--- config.mk ---
export PLATFORM = sky130hd
export DESIGN_NAME = issue_queue
export DESIGN_NICKNAME = d
export VERILOG_FILES = /design/src/rtl/issue_queue.sv
export SDC_FILE = /design/constraint.sdc
export NUM_CORES = 2
export LEC_CHECK = 0
export ABC_CLOCK_PERIOD_IN_PS = 11100
export CORE_ASPECT_RATIO = 0.9
export CORE_MARGIN = 4
export CORE_UTILIZATION = 27
export DETAILED_ROUTE_END_ITERATION = 8
export GPL_TIMING_DRIVEN = 0
export HOLD_SLACK_MARGIN = 0.03
export REMOVE_ABC_BUFFERS = 1
export SETUP_SLACK_MARGIN = 0.4
export SLEW_MARGIN = 20
export SYNTH_ARGS = -nofsm -noshare
export SYNTH_HDL_FRONTEND = slang
export SYNTH_SLANG_ARGS = --single-unit
--- constraint.sdc ---
create_clock -name clk -period 11.1 [get_ports clk]
set_input_delay 2.22 -clock clk [delete_from_list [all_inputs] [get_ports clk]]
set_output_delay 2.22 -clock clk [all_outputs]
set_load 0.01 [all_outputs]
--- src/rtl/issue_queue.sv ---
// issue_queue: 16-entry out-of-order issue queue.
// Holds dispatched instructions until both sources are ready, exposes
// per-entry op/req/age vectors to an external age-based arbiter, and turns
// the arbiter's grant into a registered one-cycle issue packet.
//
// Handshake: a dispatch transfers on a rising edge where disp_valid and
// disp_ready are both high; disp_ready depends only on registered state and
// rst. An issue fires on an edge where grant is high and the addressed entry
// is requesting; a grant to a non-requesting entry is ignored.
module issue_queue #(
  parameter int OPCODE_WIDTH  = 7,
  parameter int AGE_WIDTH     = 5,
  parameter int PRF_WIDTH     = 6,
  parameter int PAYLOAD_WIDTH = 64
) (
  input  logic                       clk,
  input  logic                       rst,
  input  logic                       flush,
  input  logic                       disp_valid,
  output logic                       disp_ready,
  input  logic [OPCODE_WIDTH-1:0]    disp_op,
  input  logic [PRF_WIDTH-1:0]       disp_prd,
  input  logic [PRF_WIDTH-1:0]       disp_prs1,
  input  logic [PRF_WIDTH-1:0]       disp_prs2,
  input  logic                       disp_rs1_rdy,
  input  logic                       disp_rs2_rdy,
  input  logic [PAYLOAD_WIDTH-1:0]   disp_payload,
  input  logic [1:0]                 wb_valid,
  input  logic [PRF_WIDTH-1:0]       wb_prd0,
  input  logic [PRF_WIDTH-1:0]       wb_prd1,
  output logic [16*OPCODE_WIDTH-1:0] iq_op,
  output logic [15:0]                iq_req,
  output logic [16*AGE_WIDTH-1:0]    iq_age,
  input  logic                       grant,
  input  logic [3:0]                 addr,
  output logic                       iss_valid,
  output logic [OPCODE_WIDTH-1:0]    iss_op,
  output logic [PRF_WIDTH-1:0]       iss_prd,
  output logic [PRF_WIDTH-1:0]       iss_prs1,
  output logic [PRF_WIDTH-1:0]       iss_prs2,
  output logic [PAYLOAD_WIDTH-1:0]   iss_payload
);

  logic [15:0]              r_valid;
  logic [15:0]              r_rs1_rdy;
  logic [15:0]              r_rs2_rdy;
  logic [OPCODE_WIDTH-1:0]  r_op      [16];
  logic [PRF_WIDTH-1:0]     r_prd     [16];
  logic [PRF_WIDTH-1:0]     r_prs1    [16];
  logic [PRF_WIDTH-1:0]     r_prs2    [16];
  logic [PAYLOAD_WIDTH-1:0] r_payload [16];
  logic [AGE_WIDTH-1:0]     r_age     [16];
  logic [4:0]               r_count;

  logic                     r_iss_valid;
  logic [OPCODE_WIDTH-1:0]  r_iss_op;
  logic [PRF_WIDTH-1:0]     r_iss_prd;
  logic [PRF_WIDTH-1:0]     r_iss_prs1;
  logic [PRF_WIDTH-1:0]     r_iss_prs2;
  logic [PAYLOAD_WIDTH-1:0] r_iss_payload;

  logic                     w_fire;
  logic                     w_alloc;
  logic [3:0]               w_slot;
  logic [AGE_WIDTH-1:0]     w_fire_age;
  logic [AGE_WIDTH-1:0]     w_new_age;
  logic                     w_new_rs1_rdy;
  logic                     w_new_rs2_rdy;

  // True when either writeback port broadcasts the given tag this cycle.
  function automatic logic tag_hit(input logic [PRF_WIDTH-1:0] tag);
    return (wb_valid[0] && (wb_prd0 == tag)) || (wb_valid[1] && (wb_prd1 == tag));
  endfunction

  assign disp_ready    = ~rst & (r_count != 5'd16);
  assign w_alloc       = disp_valid & disp_ready;
  assign w_fire        = grant & iq_req[addr];
  assign w_fire_age    = r_age[addr];
  assign w_new_age     = AGE_WIDTH'(r_count - {4'd0, w_fire});
  assign w_new_rs1_rdy = disp_rs1_rdy | tag_hit(disp_prs1);
  assign w_new_rs2_rdy = disp_rs2_rdy | tag_hit(disp_prs2);

  assign iss_valid   = r_iss_valid;
  assign iss_op      = r_iss_op;
  assign iss_prd     = r_iss_prd;
  assign iss_prs1    = r_iss_prs1;
  assign iss_prs2    = r_iss_prs2;
  assign iss_payload = r_iss_payload;

  // Lowest-index free slot: scan downward so the smallest index wins.
  always_comb begin
    w_slot = 4'd0;
    for (int i = 15; i >= 0; i--) begin
      if (!r_valid[i]) w_slot = 4'(i);
    end
  end

  // Arbiter-facing vectors, flattened with entry i at [i*W +: W].
  always_comb begin
    iq_req = '0;
    iq_op  = '0;
    iq_age = '0;
    for (int i = 0; i < 16; i++) begin
      iq_req[i]                         = r_valid[i] & r_rs1_rdy[i] & r_rs2_rdy[i];
      iq_op[i*OPCODE_WIDTH +: OPCODE_WIDTH] = r_op[i];
      iq_age[i*AGE_WIDTH +: AGE_WIDTH]  = r_age[i];
    end
  end

  // Entry state, occupancy count and issue packet; flush/rst discard
  // any same-cycle dispatch, wakeup or fire.
  always_ff @(posedge clk) begin
    if (rst || flush) begin
      r_valid     <= '0;
      r_count     <= '0;
      r_iss_valid <= 1'b0;
      if (rst) begin
        r_rs1_rdy     <= '0;
        r_rs2_rdy     <= '0;
        r_iss_op      <= '0;
        r_iss_prd     <= '0;
        r_iss_prs1    <= '0;
        r_iss_prs2    <= '0;
        r_iss_payload <= '0;
        for (int i = 0; i < 16; i++) begin
          r_op[i]      <= '0;
          r_prd[i]     <= '0;
          r_prs1[i]    <= '0;
          r_prs2[i]    <= '0;
          r_payload[i] <= '0;
          r_age[i]     <= '0;
        end
      end
    end else begin
      r_iss_valid <= w_fire;
      if (w_fire) begin
        r_iss_op      <= r_op[addr];
        r_iss_prd     <= r_prd[addr];
        r_iss_prs1    <= r_prs1[addr];
        r_iss_prs2    <= r_prs2[addr];
        r_iss_payload <= r_payload[addr];
      end
      r_count <= r_count + 5'(w_alloc) - 5'(w_fire);
      for (int i = 0; i < 16; i++) begin
        if (r_valid[i]) begin
          if (tag_hit(r_prs1[i])) r_rs1_rdy[i] <= 1'b1;
          if (tag_hit(r_prs2[i])) r_rs2_rdy[i] <= 1'b1;
          // Close the age gap left by the issuing entry.
          if (w_fire && (r_age[i] > w_fire_age)) r_age[i] <= r_age[i] - 1'b1;
        end
        if (w_fire && (addr == 4'(i))) r_valid[i] <= 1'b0;
        // The allocated slot is invalid, so it never collides with the fired one.
        if (w_alloc && (w_slot == 4'(i))) begin
          r_valid[i]   <= 1'b1;
          r_op[i]      <= disp_op;
          r_prd[i]     <= disp_prd;
          r_prs1[i]    <= disp_prs1;
          r_prs2[i]    <= disp_prs2;
          r_rs1_rdy[i] <= w_new_rs1_rdy;
          r_rs2_rdy[i] <= w_new_rs2_rdy;
          r_payload[i] <= disp_payload;
          r_age[i]     <= w_new_age;
        end
      end
    end
  end

endmodule

Word-level counts from Yosys, hierarchy flattened
Memories as Yosys holds them, arrays and structs flattened.
Index checks and enable logic that the tools add are counted.
W data, S select, Z words.
Storage, ports and cells
  bits in registers: 143
  bits in latches: 0
  bits in writable memories: 1504
  bits in read-only memories: 0
  input port bits: 114
  output and inout bits: 299
  logic and storage cells: 987
  memories: 6
Memories
  r_payload: words 16, bits a word 64, read ports 1, clocked after Yosys merged registers in 0, wr ports 16, line 51  | logic [PAYLOAD_WIDTH-1:0] r_payload [16];
  r_op: words 16, bits a word 7, read ports 17, clocked after Yosys merged registers in 0, wr ports 16, line 47  | logic [OPCODE_WIDTH-1:0] r_op [16];
  r_prd: words 16, bits a word 6, read ports 1, clocked after Yosys merged registers in 0, wr ports 16, line 48  | logic [PRF_WIDTH-1:0] r_prd [16];
  r_prs1: words 16, bits a word 6, read ports 17, clocked after Yosys merged registers in 0, wr ports 16, line 49  | logic [PRF_WIDTH-1:0] r_prs1 [16];
  r_prs2: words 16, bits a word 6, read ports 17, clocked after Yosys merged registers in 0, wr ports 16, line 50  | logic [PRF_WIDTH-1:0] r_prs2 [16];
  r_age: words 16, bits a word 5, read ports 17, clocked after Yosys merged registers in 0, wr ports 16, line 52  | logic [AGE_WIDTH-1:0] r_age [16];
Cells by class
  add/subtract/negate cells: 19
  multiply operators: 0
  div/mod/pow operators: 0
  order comparisons: 17
  equality and inequality tests: 100
  shift-type cells: 0
  multiplexer cells: 389
  bitwise logic cells: 150
  reduce and logical (&&, ||, !) cells: 251
Operators with widths (count)
  $mux W64: 19
  $eq A6 B6 Y1: 68
  $mux W6: 55
  $mux W1: 244
  $mux W5: 32
  $reduce_bool A3 Y1: 48
  $mux W7: 19
  $logic_and A1 B1 Y1: 116
  $or A1 B1 Y1: 114
  $reduce_and A3 Y1: 32
  $gt A5 B5 Y1: 16
  $sub A5 B1 Y5 const B: 16
  $eq A4 B4 Y1 const B: 16
  $mux W4: 16
  $mux W16: 3
  $and A1 B1 Y1: 35
  $logic_or A1 B1 Y1: 35
  $reduce_bool A2 Y1: 17
  $eq A4 B3 Y1 const B: 8
  $eq A4 B2 Y1 const B: 4
  $sub A5 B1 Y5: 2
  $eq A4 B1 Y1 const B: 2
  $logic_not A4 Y1: 2
  $add A5 B1 Y5: 1
  other kinds (6): 6

Logic depth before layout (Yosys ltp)
  depth in word-level cells: 22
  mapped depth: 18
  depth with buffers taken out: 15

Least setup slack after synthesis
No wires, ideal clock.
  path type: input port to flip-flop
  from: in rst
  to: mem r_op[14][0], enable pin
  setup time: 662 ps
  arrival: 9955 ps
  data required time: 10438 ps
  slack: 483 ps
  stages on the path: 6
  path buffers: 1
  cell sequence: buf_2 -> nand2b_1 -> nor4_4 -> nand3_1 -> or4_1 -> o21ai_0
RTL lines
  from (decl): line 17  | input logic rst,
  to (decl): line 47

==> flow_metrics.py <==
metrics = {
    "critical_path": {
        "path_depth": 12,
        "cp_cell_sequence": "buf_8 > buf_16 > buf_16 > buf_16 > mux4_2 > mux4_2 > inv_1 > ha_1 > and3_1 > nand3_1 > nand3_1 > o31ai_1",
        "slowest_stage": "inv_1",
        "cpPeakStageDelay_ps": 750,
        "crit_path_end_kind": "register",
        "r2r.worst_path.cells": 10,
        "worstPathMaxFanout": 51,
        "required_ps": 11500,
        "path_buf_inv": 5,
        "path_class": "primary input to register",
        "crit_arrival_ps": 7350,
        "cp-start-kind": "primary input",
        "crit_family": "buffers and inverters",
        "path_common_cell": "buf_16",
    },
    "floorplanning": {
        "io_pins": 413,
        "die_w_microns": 576.7,
        "start_util_pct": 27.20,
        "core-area_sq_um": 289000,
        "die_h_microns": 519.8,
        "dieArea_sq_um": 299800,
        "num_rows": 187,
    },
    "grt": {
        "grt_pass1_wl_microns": 381600,
        "grt_max_degree": 72,
        "grt-ovfl-total": 0,
        "grt_pass1_vias": 49554,
        "grt_usage_pct": 17.43,
        "antenna_found_initial": 53,
    },
    "pwr": {
        "p_int_mw": 11.51,
        "pwr-share-seq_pct": 48.5,
        "power_mw": 15.24,
        "powerDensity_nw_per_um2": 157.8,
        "p_sw_share_pct": 24.45,
        "p_leak_nw": 34.53,
        "comb_power_share_pct": 11.5,
        "vdd_drop_max_mv": 0.1273,
        "power_switching_mw": 3.727,
        "clkPwrFrac_pct": 40.0,
    },
    "synth": {
        "synth_area_sq_um": 78590,
        "synth_flop_cell": "edfxtp_1",
        "ys_types": 69,
        "yosys-top-cells-count": "edfxtp_1 (1,625), and3_1 (550), mux4_2 (471), and2_1 (449), clkbuf_1 (393)",
        "synthTopCellsByArea": "edfxtp_1 (62%), mux4_2 (13%), and3_1 (4.4%), and2_1 (3.6%), xnor2_1 (2.7%)",
        "synth_edf_count": 1625,
        "synth_seq_cells": 1647,
        "synth_top_area_share_pct": 62.09,
        "synth_most_common_cell": "edfxtp_1",
        "synth_cells": 5066,
        "async_reset_ff_share_pct": 0,
        "synth-seq-area-share_pct": 62.65,
        "synth_area_leader_cell": "edfxtp_1",
        "yosys_warnings": 0,
        "avgSynthCellArea_sq_um": 15.51,
    },
    "clock_network": {
        "clock_latency_ps": 880,
        "clock_sinks": 1647,
        "cts_resized": 0,
        "cts_hold_buf": 0,
        "tritoncts": "done",
        "htreeDepth": 4,
        "cts_buffer_depth": 4,
        "clkTransAtPathRegs_ps": 60,
        "cts_buffers": 180,
        "cts_root_buf": "clkbuf_16",
        "postCtsSetupRepairBufs": 0,
    },
    "min_path": {
        "hold_class": "register to register",
        "worst_hold_path.num_cells": 2,
    },
    "placed_design": {
        "place.gp.congestion": 0.8354,
        "place_hpwl_microns": 176000,
        "numPortBuffers": 412,
    },
    "route": {
        "vias_per_cell": 5.251,
        "drt_pass1_iterations": 5,
        "route.vias.total": 49382,
        "antenna_left": 0,
        "drt-initial-drc-count": 6434,
        "wirelength_microns": 269700,
        "drc": 0,
        "wl_per_cell_microns": 28.67,
    },
    "layout": {
        "area_growth_pct": 22.91,
        "seq_area_sq_um": 49240,
        "drive_gt1_share_pct": 18.39,
        "multi_input_area_sq_um": 27560,
        "num-fill-cells": 27598,
        "final_nets": 5602,
        "utilization_pct": 33.43,
    },
    "status": {
        "outcome": "finished, final reports clean",
    },
    "job": {
        "maxCapViolCount": 0,
    },
    "timing": {
        "max_slew_margin_pct": 27.50,
        "tightest_slew_ps": 1079,
        "hold_violations": 0,
        "fin_crit_ps": 6957,
        "hold_slack_ps": 594.7,
        "fin_crit_sh_pct": 62.67,
        "fmax_mhz": 143.7,
        "finalSetupTns_ps": 0,
        "rsz0062_at_grt": "false",
        "setup_viol": 0,
        "fin_skew_ps": 112.7,
        "finalMaxSlewViolations": 0,
    },
}
registers in the layout, summed over array words and instances (netlist names), 7 cells and up:
name and flops:
r_payload 1024, r_op 112, r_prd 96, r_prs1 96
r_prs2 96, r_age 80, iss_payload 64, r_rs1_rdy 16
r_rs2_rdy 16, r_valid 16, iss_op 7
stage by stage:
step | std cells | instance area [sq um] | worst slack (ps)
CTS | 9393 | 96550 | 4159
floorplan | 4591 | 76750 | -1895
finish | 9405 | 96590 | 4143
global placement | 8877 | 85730 | -42210
global route | 9393 | 96560 | 3833
detailed placement | 9074 | 90740 | 3306
layout make-up:
type	count	area share, %
Sequential cell	1647	50.98
Multi-Input combinational cell	2882	28.53
Timing Repair Buffer	609	9.163
Tap cell	3874	5.018
Clock buffer	210	4.812
Clock inverter	109	1.207
Inverter	62	0.2591
Antenna cell	12	0.03109
path summary, 6_finish.rpt:
check,start,end,slack (ps)
setup / recovery,addr[0],r_age[13][0]$_SDFFCE_PP0P_,4140
hold / removal,r_valid[12]$_SDFFE_PN0P_,r_valid[12]$_SDFFE_PN0P_,590
setup reg to reg,r_count[2]$_SDFF_PN0_,r_prd[8][5]$_SDFFCE_PP0P_,6160
hold reg to reg,r_valid[12]$_SDFFE_PN0P_,r_valid[12]$_SDFFE_PN0P_,590
power groups by stage:
stage	sequential [mW]	clock, mW	combinational [mW]
after floorplan	7.53	0	0.781
after global placement	7.64	0	2.05
after detailed placement	7.52	0	1.76
after CTS	7.39	6.20	1.77
after global routing	7.42	6.46	1.87
final	7.39	6.09	1.76
cells by family after synthesis:
logic type	synth area share (%)
xor gates and xnor gates	5.149
buffers and inverters	2.630
muxes	13.57
DFF	62.65
AOI/OAI and AO/OA	2.568
adders and majority gates	1.697
and+or+nand+nor	11.74
worst register-to-register path: cells and delay by family (launching register included):
kind | cells | cell delay, ps
simple gates | 6 | 3180
buf+inv | 3 | 790
flops | 1 | 440
fa+ha+maj | 1 | 220
cell usage in the layout (no fill, tap or decap), types with 22 or more instances in the layout:
cell type and n:
edfxtp_1 1625, and3_1 550, mux4_2 471, and2_1 449, clkdlybuf4s50_1 392, xnor2_1 236
xor2_1 223, clkbuf_16 181, buf_16 129, nor2b_1 107, ha_1 105, o21ai_0 97
nand2_1 83, nand4_1 73, nor4_1 67, inv_1 59, nor2_1 59, o22ai_1 46
buf_12 41, a21oi_1 38, clkinv_2 37, nand3_1 36, clkinv_1 29, nor3_1 28
clkbuf_1 28, buf_8 24, bufinv_16 22, dfxtp_1 22
layer usage:
| layer | wire [microns] | track usage, % | part of all wire [%] |
|---|---|---|---|
| met1 | 115500 | 24.90 | 43 |
| met2 | 122800 | 26.97 | 46 |
| met3 | 25730 | 4.157 | 9.5 |
| met4 | 5544 | 3.591 | 2.1 |
| met5 | 141 | 0 | 0.052 |
No activity file was read; power rests on OpenSTA's default activity.
